<file path="config.mk">
export PLATFORM = sky130hd
export DESIGN_NAME = spi_sequencer
export DESIGN_NICKNAME = d
export VERILOG_FILES = /design/src/rtl/spi_sequencer.sv
export SDC_FILE = /design/constraint.sdc
export NUM_CORES = 1
export LEC_CHECK = 0
export CORE_UTILIZATION = 60
export CTS_CLUSTER_DIAMETER = 30
export DETAILED_ROUTE_END_ITERATION = 16
export GPL_TIMING_DRIVEN = 1
export PLACE_DENSITY = 0.85
export SYNTH_ARGS = -nofsm -noshare
export SYNTH_HDL_FRONTEND = slang
export SYNTH_SLANG_ARGS = --single-unit
</file>
<file path="constraint.sdc">
create_clock -name clk -period 6.1 [get_ports clk]
set_input_delay 1.22 -clock clk [delete_from_list [all_inputs] [get_ports clk]]
set_output_delay 1.22 -clock clk [all_outputs]
set_load 0.1 [all_outputs]
</file>
<file path="src/rtl/spi_sequencer.sv">
// rtl/spi_sequencer.sv - SPI command FIFO with guarded one-at-a-time issue; optional drain irq via SPI_SEQUENCER_IRQ_EN
module spi_sequencer #(
  parameter int DEPTH    = 16,
  parameter int XFER_GAP = 480,
  parameter int PWR_GAP  = 6250000
) (
  input  logic        clk,
  input  logic        reset,
  input  logic        wr_en,
  input  logic [9:0]  wr_data,
  input  logic        clr,
  output logic        spi_start,
  output logic [9:0]  spi_din,
  output logic [31:0] status,
  output logic        irq
);

  localparam int AW = (DEPTH > 1) ? $clog2(DEPTH) : 1;
  localparam int CW = $clog2(DEPTH) + 1;
  // count field in status never shrinks below 5 bits so irq_pend stays at bit 9 for small queues
  localparam int FW = (CW > 5) ? CW : 5;
  localparam logic [CW-1:0] FULL_CNT = CW'(DEPTH);
  localparam logic [22:0]   XFER_LD  = 23'(XFER_GAP - 1);
  localparam logic [22:0]   PWR_LD   = 23'(PWR_GAP - 1);

  typedef enum logic [1:0] {S_IDLE, S_ISSUE, S_GAP} state_t;

  state_t        state_q, state_d;
  logic [9:0]    mem_q [DEPTH];
  logic [9:0]    mem_d [DEPTH];
  logic [AW-1:0] rd_ptr_q, rd_ptr_d;
  logic [AW-1:0] wr_ptr_q, wr_ptr_d;
  logic [CW-1:0] count_q, count_d;
  logic          ovf_q, ovf_d;
  logic [22:0]   gap_cnt_q, gap_cnt_d;
  logic          spi_start_q, spi_start_d;
  logic [9:0]    spi_din_q, spi_din_d;
  logic          irq_pend;

  logic empty, full, pop, push, drop;

`ifdef SPI_SEQUENCER_IRQ_EN
  logic irq_q, irq_d;
`endif

  // FIFO bookkeeping: push/pop/drop decisions, pointers, occupancy and sticky overflow
  always_comb begin
    empty = (count_q == '0);
    full  = (count_q == FULL_CNT);
    // an issue committed just before a clr must not underflow the emptied queue
    pop   = (state_q == S_ISSUE) && !empty;
    push  = wr_en && !clr && (!full || pop);
    drop  = wr_en && !clr && full && !pop;

    rd_ptr_d = rd_ptr_q;
    wr_ptr_d = wr_ptr_q;
    count_d  = count_q;
    ovf_d    = ovf_q | drop;

    if (clr) begin
      rd_ptr_d = '0;
      wr_ptr_d = '0;
      count_d  = '0;
      ovf_d    = 1'b0;
    end else begin
      if (push) wr_ptr_d = wr_ptr_q + AW'(1);
      if (pop)  rd_ptr_d = rd_ptr_q + AW'(1);
      if (push && !pop)      count_d = count_q + CW'(1);
      else if (pop && !push) count_d = count_q - CW'(1);
    end

    mem_d = mem_q;
    if (push) mem_d[wr_ptr_q] = wr_data;
  end

  // issue scheduler: IDLE -> ISSUE (start pulse) -> GAP (guard countdown) -> IDLE
  always_comb begin
    state_d     = state_q;
    gap_cnt_d   = gap_cnt_q;
    spi_start_d = 1'b0;
    spi_din_d   = spi_din_q;
`ifdef SPI_SEQUENCER_IRQ_EN
    irq_d       = 1'b0;
`endif
    case (state_q)
      S_IDLE: begin
        if (!empty) begin
          state_d     = S_ISSUE;
          spi_start_d = 1'b1;
          spi_din_d   = mem_q[rd_ptr_q];
        end
      end
      S_ISSUE: begin
        // the latched issued word decides the guard length
        gap_cnt_d = spi_din_q[9] ? PWR_LD : XFER_LD;
        state_d   = S_GAP;
      end
      S_GAP: begin
        if (gap_cnt_q == '0) begin
          state_d = S_IDLE;
`ifdef SPI_SEQUENCER_IRQ_EN
          irq_d   = empty;
`endif
        end else begin
          gap_cnt_d = gap_cnt_q - 23'd1;
        end
      end
      default: state_d = S_IDLE;
    endcase
  end

  // state, control and registered outputs
  always_ff @(posedge clk) begin
    if (reset) begin
      state_q     <= S_IDLE;
      rd_ptr_q    <= '0;
      wr_ptr_q    <= '0;
      count_q     <= '0;
      ovf_q       <= 1'b0;
      gap_cnt_q   <= '0;
      spi_start_q <= 1'b0;
      spi_din_q   <= '0;
`ifdef SPI_SEQUENCER_IRQ_EN
      irq_q       <= 1'b0;
`endif
    end else begin
      state_q     <= state_d;
      rd_ptr_q    <= rd_ptr_d;
      wr_ptr_q    <= wr_ptr_d;
      count_q     <= count_d;
      ovf_q       <= ovf_d;
      gap_cnt_q   <= gap_cnt_d;
      spi_start_q <= spi_start_d;
      spi_din_q   <= spi_din_d;
`ifdef SPI_SEQUENCER_IRQ_EN
      irq_q       <= irq_d;
`endif
    end
  end

  // queue storage; contents are meaningless while count is zero, so no reset
  always_ff @(posedge clk) begin
    mem_q <= mem_d;
  end

`ifdef SPI_SEQUENCER_IRQ_EN
  assign irq      = irq_q;
  assign irq_pend = irq_q;
`else
  assign irq      = 1'b0;
  assign irq_pend = 1'b0;
`endif

  assign spi_start = spi_start_q;
  assign spi_din   = spi_din_q;

  // status word for the CPU read mux
  always_comb begin
    status            = '0;
    status[0]         = (state_q != S_IDLE);
    status[1]         = empty;
    status[2]         = full;
    status[3]         = ovf_q;
    status[4 +: FW]   = FW'(count_q);
    status[4 + FW]    = irq_pend;
  end

endmodule

</file>
==> flow_summary.toml <==
[place]
port_buffers = 33
placed_area_sq_um = 9303
place_hpwl_um = 11120
place_ws_ns = 1.919
place_congestion = 0.8889

[logic_synthesis]
avgSynthCellArea_sq_um = 14.89
ys_seq_elements = 210
ys_async_sr_fraction_pct = 0
syn_inst = 600
synth-edff-count = 160
synth_warnings = 0
syn_area_sq_um = 8934
synth_flop_cell = "edfxtp_1"
synth.yosys.seq_area_share_pct = 64.99
synth_cell_types = 56

[clock_tree]
cts_buffer_depth = 3
cts_buffers = 35
cts_setup_buffers = 0
ctsHoldBuffers = 0
tritoncts = "yes"
cts_resized = 0
clk_pin_slew_ns = 0.04
clkLatencyLatePin_ns = 0.51
cts.sinks = 210
clockRootBuffer = "clkbuf_16"
h-tree-depth = 2

[critical_path]
reg2reg_to = "count_q[4]"
arrival_ns = 2.92
crit_buf_inv = 1
r2r_setup_slack_ns = 2.80
worstSetupEndpointType = "output pin"
crit_type = "register to output pin"
critPathLaunchType = "register"
critPathMaxFanout = 5
critPathMaxStageDelay_ns = 1.15
cp.required_ns = 4.88
cpMaxStageDelayCell = "clkdlybuf4s50_1"
critPathTopFamily = "buffers and inverters"
path_cells = "nor4_1 -> and2_1 -> clkdlybuf4s50_1"
reg2regPathDepth = 10
reg2reg_from = "state_q[0]"

[timing]
whs_ns = 0.4773
slew_headroom_pct = 21.81
skew_ns = 0.02928
max_freq_ghz = 0.2413
drv_slew = 0
fin_crit_sh_pct = 67.95
worst_pin_slew_ns = 1.173
setup_viol = 0
rsz0062_at_grt = "no"
fin_ws_ns = 1.955
period_minus_slack_ns = 4.145
finalSetupTns_ns = 0
hold_violations = 0

[layout]
final_area_sq_um = 10460
regArea_sq_um = 5808
syn_to_final_growth_pct = 17.11
drive_gt1_share_pct = 18.24
layout_common_cells = "edfxtp_1 (160), nor2_1 (49), dfxtp_1 (48), mux4_2 (40), clkbuf_16 (36)"
antenna_cells = 0
multi_input_area_sq_um = 2833
final_common_cell = "edfxtp_1"
nFillCells = 891
fin_nets = 668

[hold_path]
holdPathStages = 2
hp-start = "ovf_q"
hp-class = "register to register"
hold_end = "ovf_q"

[power]
peakVddDrop_uv = 355.8
p_leak_nw = 3.493
power.density_nw_per_um2 = 439.1

[detailed_routing]
drt-total-wl_um = 19350
viasPerCell = 6.267
via_count = 5346
ant_nets = 0
drc = 0
drt_iter0_markers = 518
wl_per_cell_um = 22.68
dr.pass1.iters = 5

[floorplanning]
row_count = 44
die_y_um = 124.0
core_sq_um = 14530
chipWidth_um = 124.0
dieArea_sq_um = 15380
io_pins = 58
start_util_pct = 61.47

[grt]
grt_max_degree = 44
grt_overflow = 0
grt_pass1_vias = 5371
grt_usage_pct = 26.75
grt_pass1_wl_um = 29610
antenna_found_initial = 0

[flow_run]
cap_violations = 0

[run_status]
status = "finished, final reports clean"
-- worst reg2reg max path, cell delays in order (launching register included) --
cell and delay [ns]:
dfxtp_1 0.43, nand2b_1 0.28, a311oi_2 0.75, ha_1 0.31, inv_1 0.11, fa_1 0.41, a21o_1 0.20, a21oi_1 0.18
xnor2_1 0.10, or3_1 0.32, a21oi_1 0.14
-- logic make-up (layout without fill, tap and decap cells) --
family                     Yosys count  count (layout)  synth area share [%]
other                                1              24               0.04198
muxes                               54              54                 11.67
adders and majority gates           11              11                 1.625
and+or+nand+nor                    143             143                 8.446
AOI/OAI and AO/OA                   96              96                 7.395
xor gates and xnor gates            16              16                 1.569
buffers and inverters               69             115                 4.272
DFF                                210             210                 64.99
-- through the flow --
stage                     instances  util [%]  total power, mW
after floorplan                 623         -            2.514
after global placement          790     64.01            2.655
after detailed placement        790     64.01            2.689
after CTS                       853     71.99            4.594
after global routing            853     71.99            4.762
final                           853     71.99            4.594
-- state kept, by name (all words and copies together) (netlist names) --
register	flops
gap_cnt_q	23
spi_din	10
spi_start	1
mem_q	160
wr_ptr_q	4
count_q	5
state_q	2
rd_ptr_q	4
ovf_q	1
-- metal layers --
metal	GRT usage [%]	wire [um]	part of all wire [%]	vias to the layer above
li1	-	-	-	2368
met1	32.51	7543	39	2662
met2	45.73	9779	51	269
met3	6.914	1497	7.7	47
met4	10.64	525	2.7	0
met5	0	0	0	-
-- worst max path at each step --
stage                             to        from  slack [ns]  cells after the start
after CTS                  status[1]  count_q[0]        1.94                      3
after detailed placement  count_q[4]       wr_en        1.92                     11
after global routing       status[1]  count_q[0]        1.81                      3
final                      status[1]  count_q[0]        1.96                      3
after global placement    count_q[4]       wr_en        2.05                     11
after floorplan           count_q[4]  count_q[0]        2.61                     10
-- area by class of cell --
type	instances	share of cell area, %
flip-flops and latches	210	55.51
repair buffers	41	3.731
clock buffers	45	9.220
clock inverters	18	1.866
well taps	184	2.200
inverters	11	0.3946
multi-input cells	344	27.07
-- Yosys cell counts, drive strengths merged (5+ instances only) --
cell type	count	share of area, %
nand2b	7	0.49
a22o	10	0.98
a21o	8	0.67
clkbuf	21	0.88
mux4	40	10
xor2	11	1.1
a31oi	5	0.35
nand3	5	0.28
nor3	25	1.7
nor2b	13	0.91
inv	11	0.46
nor4	8	0.70
dfxtp	50	11
o21ai	10	0.64
mux2i	13	1.5
nor2	50	2.1
edfxtp	160	54
buf	37	2.9
ha	10	1.4
nand2	14	0.59
nand4	6	0.42
a211oi	14	1.2
xnor2	5	0.49
a21oi	30	1.7
-- report_power, final --
part / internal [mW] / switching (mW) / total [mW] / leakage, nW
logic: 0.315 / 0.689 / 1.00 / 1.08
clock network: 1.25 / 0.656 / 1.90 / 0.559
registers: 1.61 / 0.0806 / 1.69 / 1.85
Note: power is estimated with default switching activity, not from simulation.
